$ cat config.mk
export PLATFORM = sky130hd
export DESIGN_NAME = uart_rx
export DESIGN_NICKNAME = d
export VERILOG_FILES = /design/src/rtl/uart_rx.sv
export SDC_FILE = /design/constraint.sdc
export NUM_CORES = 1
export LEC_CHECK = 0
export BUFFER_PORTS_ARGS = -buffer_cell sky130_fd_sc_hd__buf_2
export CAP_MARGIN = 25
export CELL_PAD_IN_SITES_DETAIL_PLACEMENT = 1
export CELL_PAD_IN_SITES_GLOBAL_PLACEMENT = 2
export CORE_ASPECT_RATIO = 1.75
export CORE_MARGIN = 5
export CORE_UTILIZATION = 49
export CTS_BUF_LIST = sky130_fd_sc_hd__clkbuf_4
export DETAILED_ROUTE_END_ITERATION = 6
export GPL_TIMING_DRIVEN = 0
export MAX_ROUTING_LAYER = met4
export PLACE_DENSITY_LB_ADDON = 0.1
export SYNTH_ARGS = -nofsm -noshare
export SYNTH_HDL_FRONTEND = slang
export SYNTH_SLANG_ARGS = --single-unit
$ cat constraint.sdc
create_clock -name clk -period 3.2 [get_ports clk]
set_clock_uncertainty 0.05 [all_clocks]
set_input_delay 0.48 -clock clk [delete_from_list [all_inputs] [get_ports clk]]
set_output_delay 0.48 -clock clk [all_outputs]
set_load 0.01 [all_outputs]
$ cat src/rtl/uart_rx.sv
// uart_rx: 8N1 UART receiver with show-ahead receive FIFO and sticky error flags.
// Ports: clk, reset (async, active-high), rx (serial line, idles high),
//        rd_en (pop head), clear_err (clear sticky flags),
//        rd_data (head byte), rd_valid (FIFO not empty), fifo_full,
//        frame_err, overrun, parity_err (only with UART_RX_PARITY_EN).
// Optional feature: define UART_RX_PARITY_EN for an even-parity bit between data and stop.
module uart_rx #(
  parameter int CLK_FREQ   = 27000000,
  parameter int BAUD       = 115200,
  parameter int FIFO_DEPTH = 4
) (
  input  logic       clk,
  input  logic       reset,
  input  logic       rx,
  input  logic       rd_en,
  input  logic       clear_err,
  output logic [7:0] rd_data,
  output logic       rd_valid,
  output logic       fifo_full,
  output logic       frame_err,
  output logic       overrun
`ifdef UART_RX_PARITY_EN
  ,
  output logic       parity_err
`endif
);
  localparam int CPB = CLK_FREQ / BAUD;
  localparam int CW = $clog2(CPB);
  localparam int AW = $clog2(FIFO_DEPTH);
  localparam logic [CW-1:0] LAST = CW'(CPB - 1);
  localparam logic [CW-1:0] HALF = CW'(CPB / 2 - 1);
`ifdef UART_RX_PARITY_EN
  typedef enum logic [2:0] {IDLE, START, DATA, PARITY, STOP, BRK} state_t;
`else
  typedef enum logic [2:0] {IDLE, START, DATA, STOP, BRK} state_t;
`endif
  state_t state, state_n;
  logic [1:0] sync;
  logic rx_s;
  logic [CW-1:0] cnt, cnt_n;
  logic [2:0] idx, idx_n;
  logic [7:0] shift, shift_n;
  logic push, ferr_set;
  logic [AW:0] wp, rp;
  logic [7:0] mem [FIFO_DEPTH];
  logic empty, full, pop, wr;
`ifdef UART_RX_PARITY_EN
  logic par_bad, par_bad_n, perr_set;
`endif
  assign rx_s = sync[1];
  always_comb begin
    state_n = state;
    cnt_n = (state == IDLE || cnt == LAST) ? '0 : cnt + 1'b1;
    idx_n = idx;
    shift_n = shift;
    push = 1'b0;
    ferr_set = 1'b0;
`ifdef UART_RX_PARITY_EN
    par_bad_n = par_bad;
    perr_set = 1'b0;
`endif
    case (state)
      IDLE: if (!rx_s) state_n = START;
      START: if (cnt == HALF) begin
        cnt_n = '0;
        idx_n = '0;
        state_n = rx_s ? IDLE : DATA;
      end
      DATA: if (cnt == LAST) begin
        shift_n = {rx_s, shift[7:1]};
        idx_n = idx + 3'd1;
`ifdef UART_RX_PARITY_EN
        if (idx == 3'd7) state_n = PARITY;
`else
        if (idx == 3'd7) state_n = STOP;
`endif
      end
`ifdef UART_RX_PARITY_EN
      PARITY: if (cnt == LAST) begin
        par_bad_n = rx_s ^ (^shift);
        state_n = STOP;
      end
`endif
      STOP: if (cnt == LAST) begin
        if (rx_s) begin
`ifdef UART_RX_PARITY_EN
          push = !par_bad;
          perr_set = par_bad;
`else
          push = 1'b1;
`endif
          state_n = IDLE;
        end else begin
          ferr_set = 1'b1;
          state_n = BRK;
        end
      end
      BRK: if (rx_s) state_n = IDLE;
      default: state_n = IDLE;
    endcase
  end
  assign empty = wp == rp;
  assign full = (wp[AW] != rp[AW]) && (wp[AW-1:0] == rp[AW-1:0]);
  assign pop = rd_en && !empty;
  // a pop in the same cycle frees the slot, so a push into a full FIFO still lands
  assign wr = push && (!full || pop);
  assign rd_valid = !empty;
  assign fifo_full = full;
  assign rd_data = empty ? 8'h00 : mem[rp[AW-1:0]];
  always_ff @(posedge clk) if (wr) mem[wp[AW-1:0]] <= shift;
  always_ff @(posedge clk or posedge reset) begin
    if (reset) begin
      state <= IDLE;
      sync <= 2'b11;
      cnt <= '0;
      idx <= '0;
      shift <= '0;
      wp <= '0;
      rp <= '0;
      frame_err <= 1'b0;
      overrun <= 1'b0;
`ifdef UART_RX_PARITY_EN
      par_bad <= 1'b0;
      parity_err <= 1'b0;
`endif
    end else begin
      state <= state_n;
      sync <= {sync[0], rx};
      cnt <= cnt_n;
      idx <= idx_n;
      shift <= shift_n;
      if (wr) wp <= wp + 1'b1;
      if (pop) rp <= rp + 1'b1;
      frame_err <= (frame_err && !clear_err) || ferr_set;
      overrun <= (overrun && !clear_err) || (push && full && !pop);
`ifdef UART_RX_PARITY_EN
      par_bad <= par_bad_n;
      parity_err <= (parity_err && !clear_err) || perr_set;
`endif
    end
  end
endmodule

==> summary.md, run 1 <==
| Metric | Value |
|---|---|
| Post-Layout Cell Count | `300` |
| Chip height | `about 110 um` |
| Synth top area cells | `edfxtp_1, dfrtp_1, mux4_2` |
| Worst slack at placement | `approximately 0.77 ns` |
| Sequential share of the synthesized area | `between 60% and 70%` |
| Starting Density | `between 50% and 60%` |
| Initial antenna violation count | `0` |
| Net Count, Synth | `206` |
| Setup-failing EPs final | `0` |
| Tot Pwr | `approximately 1.7 mW` |
| Int Pwr | `1.230 mW` |
| H-Tree Depth | `3` |
| Vias in the first global route | `~1900` |
| Via count | `about 1600` |
| DRT Pass-1 Iters | `4` |
| Worst-Skew Late Latency | `approximately 0.4 ns` |
| Nets | `~230` |
| Final core occ | `between 50% and 60%` |
| Ratio of cells with drive above 1 in the final layout | `28.57%` |
| Total die area | `7348 um2` |
| Worst R2R Setup Slack | `roughly 0.80 ns` |
| Final-report hold violation count | `0` |
| Core Area | `5540 um2` |
| First-pass GRT wire length | `9.052 mm` |
| Min-Delay Path Class | `in -> async` |
| Setup ws final | `around 0.60 ns` |
| Synthesized area per cell | `14.58 um2` |
| RSZ-0062 raised after global routing | `false` |
| Crit path launch type | `register` |
| WL final | `between 5 and 6 mm` |
| Initial DRC Count | `43` |
| Slew @ Worst Pin | `0.6647 ns` |
| Post-CTS Hold Fix Bufs | `0` |
| Pins Over Slew Limit | `0` |
| N_diodes | `0` |
| Number of synthesized flops with an enable pin | `32` |
| Clock share of power | `about 32%` |
| Top cell type's share of synthesized area | `between 30% and 40%` |
| Largest net degree at the start of global routing | `23` |
| CTS tree | `built` |
| Total GRT Usage | `between 10% and 20%` |
| PortBufs | `16` |
| Sequential power share | `between 50% and 60%` |
| Cell area power density | `537.0 nW/um2` |
| Clock-pin transition on the worst setup and hold timing paths | `0.12 ns` |
| VDD IR-drop max | `0.2835 mV` |
| Period utilisation layout | `between 80% and 90%` |
| Placed cells | `~280` |
| Fmax | `slightly below 400 MHz` |
| CP Data Required Time | `approximately 2.7 ns` |
| Post-synth top flop | `edfxtp_1` |
| Sw power | `0.4468 mW` |
| Detail Placement HPWL | `between 3 and 4 mm` |
| Clock period minus final worst setup slack | `roughly 2.6 ns` |
| Routability congestion estimate | `0.8303` |
| Combinational share of power | `between 10% and 20%` |
| Postcts setup bufs | `0` |
| Avg WL per Cell | `17.62 um` |
| Setup TNS | `0 ns` |
| WS Path Type | `reg -> out` |
| Crit Path Max Fanout | `10` |
| Clock sink count | `64` |
| Synth top cells by count | `edfxtp_1, dfrtp_1, nor2_1` |
| Max cap viols | `0` |
| CTS root buffer | `clkbuf_4` |
| Number of core rows | `36` |
| ANT nets after route | `0` |
| Post-synthesis async set-or-reset flop share | `around 50%` |
| Synth area leader | `edfxtp_1` |
| Post-synthesis cell type count | `37` |
| Maximum buffer depth of the clock tree | `2` |
| Area grow syn2layout | `12.18%` |
| Most numerous cell in the Yosys netlist | `edfxtp_1` |
| Switch share | `a little over a quarter` |
| # resized after CTS | `0` |
| Register bit total from synthesis | `64` |
| Residual DRC count | `0` |
| Ys Warns | `0` |
| Mapped Area | `2784 um2` |
| I/O pin cnt | `17` |
| Worst Path Arrival | `roughly 2.1 ns` |
| Chip width | `around 67 um` |
| Outcome | `complete, no violations` |
| Vias/cell | `5.330` |
| Number of CTS-inserted buffers | `9` |
| Leakage Power | `around 1.4 nW` |
| Slew headroom | `a little under three fifths` |
| Crit. End Element | `output port` |
| Cells after Synth | `191` |
| Grt total ovfl | `0` |
[area by class of cell]
type                            count  area, um2
Buffer                              7      32.53
Clock inverter                      6      61.31
Multi-Input combinational cell    110      949.7
Fill cell                         562       2417
Tap cell                           76      95.09
Timing Repair Buffer               17      107.6
Inverter                           10      37.54
Clock buffer                       10      75.07
Sequential cell                    64       1764
[worst max-delay path, cell delays in order, from the launching register on]
cell and delay [ns]:
dfrtp_1 0.36, buf_2 0.34, xnor2_1 0.17, nand3_1 0.14, clkbuf_1 0.33, and2_1 0.19, buf_2 0.13
[cell usage in the layout, fill, tap and decap left out, types with 2 or more instances in the layout]
| cell | instances |
|---|---|
| dfrtp_1 | 30 |
| inv_1 | 9 |
| mux2_2 | 11 |
| and2_1 | 11 |
| a22o_1 | 2 |
| nand3_1 | 7 |
| nor2_1 | 14 |
| a31oi_1 | 2 |
| dfstp_2 | 2 |
| xnor2_1 | 10 |
| nand2_1 | 8 |
| edfxtp_1 | 32 |
| clkbuf_1 | 2 |
| a21oi_1 | 2 |
| buf_2 | 21 |
| and3_1 | 2 |
| nand4b_1 | 2 |
| clkbuf_4 | 10 |
| ha_1 | 10 |
| xor2_1 | 3 |
| o22ai_1 | 2 |
| clkinv_2 | 3 |
| mux4_2 | 8 |
| nor3_1 | 2 |
[flip-flops by register name (all words and copies together), names as in the netlist]
name / flops
cnt: 8
frame_err: 1
idx: 3
mem: 32
overrun: 1
rp: 3
shift: 8
state: 3
sync: 2
wp: 3
[logic make-up (layout without fill, tap and decap cells)]
logic type	count (synthesis)	count (layout)	synth area share [%]
xor+xnor	13	13	4.090
buf+inv	17	50	2.517
simple gates	56	56	10.97
compound gates	12	12	3.640
fa+ha+maj	10	10	4.494
mux	19	19	10.92
flops	64	64	63.37
[power by group through the flow]
stage / clock network [mW] / logic (mW) / registers [mW]
2_1_floorplan: 0 / 0.182 / 0.908
3_3_place_gp: 0 / 0.236 / 0.910
3_5_place_dp: 0 / 0.255 / 0.913
4_1_cts: 0.554 / 0.257 / 0.895
5_1_grt: 0.588 / 0.276 / 0.898
6_report: 0.536 / 0.246 / 0.895
[per-layer routing]
layer | track usage, % | vias to the layer above | wire (um)
li1 | - | 746 | -
met1 | 16.94 | 812 | 1895
met2 | 32.46 | 29 | 3100
met3 | 4.294 | 12 | 178
met4 | 7.983 | 0 | 110
met5 | - | - | 0
[worst paths after layout]
| kind | start | end | cells past startpoint |
|---|---|---|---|
| worst min register to register | sync[0] | sync[1] | 0 |
| worst min-delay path | reset | shift[5] | 2 |
| max in group asynchronous | reset | shift[2] | 3 |
| worst max-delay path | rp[0] | rd_data[0] | 6 |
| min in group clk | rx | sync[0] | 1 |
| worst max register to register | cnt[1] | mem[1][2] | 6 |
[per-stage QoR]
stage	cell area [um2]	hold slack, ns
CTS	3123	0.01877
floorplan	2784	0.2952
finish	3123	0.03278
detailed placement	2987	0.2992
global placement	2959	0.2978
global route	3123	0.04421
(Power assumes the default switching activity.)
==> run 2: changes to the inputs <==
--- a/config.mk
+++ b/config.mk
@@ -11,7 +11,7 @@
 export CELL_PAD_IN_SITES_GLOBAL_PLACEMENT = 2
 export CORE_ASPECT_RATIO = 1.75
 export CORE_MARGIN = 5
-export CORE_UTILIZATION = 49
+export CORE_UTILIZATION = 45
 export CTS_BUF_LIST = sky130_fd_sc_hd__clkbuf_4
 export DETAILED_ROUTE_END_ITERATION = 6
 export GPL_TIMING_DRIVEN = 0
==> constraint.sdc (replaced) <==
create_clock -name clk -period 2.7 [get_ports clk]
set_clock_uncertainty 0.05 [all_clocks]
set_input_delay 0.405 -clock clk [delete_from_list [all_inputs] [get_ports clk]]
set_output_delay 0.405 -clock clk [all_outputs]
set_load 0.01 [all_outputs]
==> run 2 against run 1 <==
  * Register-to-register slack worse by 0.47 ns
  * Highest routed layer unchanged
  * Largest power group unchanged
  * Worst hold slack better by 0.11 ns
  * Via count is 1.1% lower
  * Largest cell class unchanged
  * Power is 23% higher
==> summary.md, run 2 (synthesis gave the netlist of run 1 again) <==
| Metric | Value |
|---|---|
| Largest net degree at the start of global routing | `21 (-8.7%)` |
| Grt total ovfl | `0 (unchanged)` |
| Crit path launch type | `register` |
| Chip width | `69.46 um (+3.7%)` |
| Most common cell after layout, fill and taps aside | `edfxtp_1` |
| Slew @ Worst Pin | `0.6323 ns (-0.03237 ns)` |
| Clock period minus final worst setup slack | `around 2.5 ns` |
| Crit Path Max Fanout | `10 (unchanged)` |
| Fmax | `406.3 MHz` |
| Sequential power share | `51.2% (-2.2 points)` |
| ANT nets after route | `0 (unchanged)` |
| Pins Over Slew Limit | `0 (unchanged)` |
| Clock sink count | `64 (unchanged)` |
| Setup-failing EPs final | `0 (unchanged)` |
| First-pass GRT wire length | `9.101 mm (+0.54%)` |
| DP Area | `2992 um2 (+0.17%)` |
| Initial antenna violation count | `0 (unchanged)` |
| Sw power | `0.5056 mW (+13%)` |
| WS Path Type | `reg -> out` |
| N_diodes | `0 (unchanged)` |
| Final Cell Area | `3171 um2 (+1.5%)` |
| CTS root buffer | `clkbuf_4` |
| WL final | `5.150 mm (-2.6%)` |
| H-Tree Depth | `3 (unchanged)` |
| Maximum buffer depth of the clock tree | `2 (unchanged)` |
| M1 GR Usage | `15.00% (-1.9 points)` |
| Worst-Skew Late Latency | `0.40 ns (about the same)` |
| GR peak layer | `met2` |
| Int Pwr | `1.565 mW (+27%)` |
| Ratio of cells with drive above 1 in the final layout | `27.88% (-0.70 points)` |
| Final-report hold violation count | `0 (unchanged)` |
| Crit. End Element | `output port` |
| Clock share of power | `34.5% (+2.5 points)` |
| Number of CTS-inserted buffers | `9 (unchanged)` |
| RSZ-0062 raised after global routing | `false` |
| Nets | `236 (+0.85%)` |
| VDD IR-drop max | `0.3477 mV (+23%)` |
| Routing usage on met2 | `28.25% (-4.2 points)` |
| PortBufs | `16 (unchanged)` |
| Setup TNS | `0 ns (unchanged)` |
| Worst Path Arrival | `2.01 ns (-0.06 ns)` |
| Total GRT Usage | `15.83% (-1.8 points)` |
| Period utilisation layout | `about nine tenths` |
| Area grow syn2layout | `13.89%` |
| Chip height | `114.1 um (+4.0%)` |
| Most frequent cells in the layout | `edfxtp_1, dfrtp_1, buf_2, nor2_1, clkbuf_4` |
| Routability congestion estimate | `0.7598 (-8.5%)` |
| Vias/cell | `5.170 (-3.0%)` |
| DRT Pass-1 Iters | `4 (unchanged)` |
| Max cap viols | `0 (unchanged)` |
| Grt met3 use | `4.306% (+0.011 points)` |
| Crit path from | `rp[0]` |
| Worst slack at placement | `0.2884 ns (-0.4835 ns)` |
| Worst r2r src | `cnt[1]` |
| I/O pin cnt | `17 (unchanged)` |
| Detail Placement HPWL | `3.771 mm (-3.3%)` |
| Slew headroom | `57.59% (+2.2 points)` |
| Max reg flops | `32 (unchanged)` |
| Number of core rows | `38 (+5.6%)` |
| Avg WL per Cell | `16.83 um (-4.5%)` |
| Total die area | `7921 um2 (+7.8%)` |
| Initial DRC Count | `65 (+51%)` |
| Cell area power density | `653.2 nW/um2 (+22%)` |
| Outcome | `complete, no violations` |
| Setup ws final | `0.2386 ns (-0.3640 ns)` |
| Switch share | `24.42% (-2.2 points)` |
| Worst Min Path Start | `clear_err` |
| CP Data Required Time | `2.25 ns (-0.42 ns)` |
| Residual DRC count | `0 (unchanged)` |
| Core Area | `6133 um2 (+11%)` |
| Min-Delay Path Class | `in -> reg` |
| Starting Density | `45.39% (-4.9 points)` |
| Clock-pin transition on the worst setup and hold timing paths | `0.09 ns (-0.03 ns)` |
| Vias in the first global route | `1848 (-1.7%)` |
| Via count | `1582 (-1.1%)` |
| Combinational share of power | `14.3% (-0.4 points)` |
| CTS tree | `built` |
| Leakage Power | `1.394 nW (+1.6%)` |
-- run 2: cell count changes in the layout (fill, tap and decap cells not counted), moves of 2 or more --
cell	previous run	this run
clkinv_2	3	1
clkinv_1	0	2
dlygate4sd3_1	0	2
clkbuf_4	10	12
-- run 2: area by class of cell --
class | count | area (um2)
Timing Repair Buffer | 19 | 127.6
Sequential cell | 64 | 1764
Inverter | 10 | 37.54
Buffer | 7 | 36.28
Tap cell | 80 | 100.1
Clock buffer | 11 | 82.58
Clock inverter | 5 | 72.57
Fill cell | 622 | 2963
Multi-Input combinational cell | 110 | 949.7
-- run 2: worst max-delay path, stage by stage, from the launching register on --
cell and delay, ns:
dfrtp_1 0.39, clkbuf_4 0.24, xnor2_1 0.29, nand3_1 0.16, clkbuf_2 0.22, and2_1 0.17, buf_2 0.14
-- run 2: final timing paths --
| check | depth (start not counted) | slack, ns | endpoint |
|---|---|---|---|
| setup reg to reg | 6 | 0.33 | mem[1][1] |
| max in group asynchronous | 4 | 1.45 | sync[1] |
| hold reg to reg | 0 | 0.31 | sync[1] |
| hold / removal | 2 | 0.15 | frame_err |
| min in group asynchronous | 3 | 0.55 | shift[4] |
| setup / recovery | 6 | 0.24 | rd_data[5] |
-- run 2: metrics by stage --
stage	hold slack (ns)	utilization [%]	std cells	total power, mW
2_1_floorplan	0.2952	-	191	1.292
3_3_place_gp	0.2978	48.33	287	1.357
3_5_place_dp	0.2976	48.78	288	1.385
4_1_cts	0.09536	51.63	306	2.109
5_1_grt	0.1159	51.69	306	2.194
6_report	0.1466	51.69	306	2.071
-- run 2: repair_timing --
item	CTS	global route
hold endpoints to repair	13	0
setup endpoints to repair	0	9
resized for setup	0	3
hold buffers	2	0
setup buffers	0	0
-- run 2: routing by layer --
metal | up-vias | part of all wire [%]
li1 | 751 | -
met1 | 794 | 37
met2 | 21 | 57
met3 | 16 | 3.0
met4 | 0 | 3.2
met5 | - | 0
-- run 2: power by group through the flow --
| stage | sequential, mW | combinational [mW] | clock [mW] |
|---|---|---|---|
| 2_1_floorplan | 1.08 | 0.216 | 0 |
| 3_3_place_gp | 1.08 | 0.278 | 0 |
| 3_5_place_dp | 1.08 | 0.302 | 0 |
| 4_1_cts | 1.06 | 0.304 | 0.744 |
| 5_1_grt | 1.06 | 0.334 | 0.796 |
| 6_report | 1.06 | 0.296 | 0.714 |
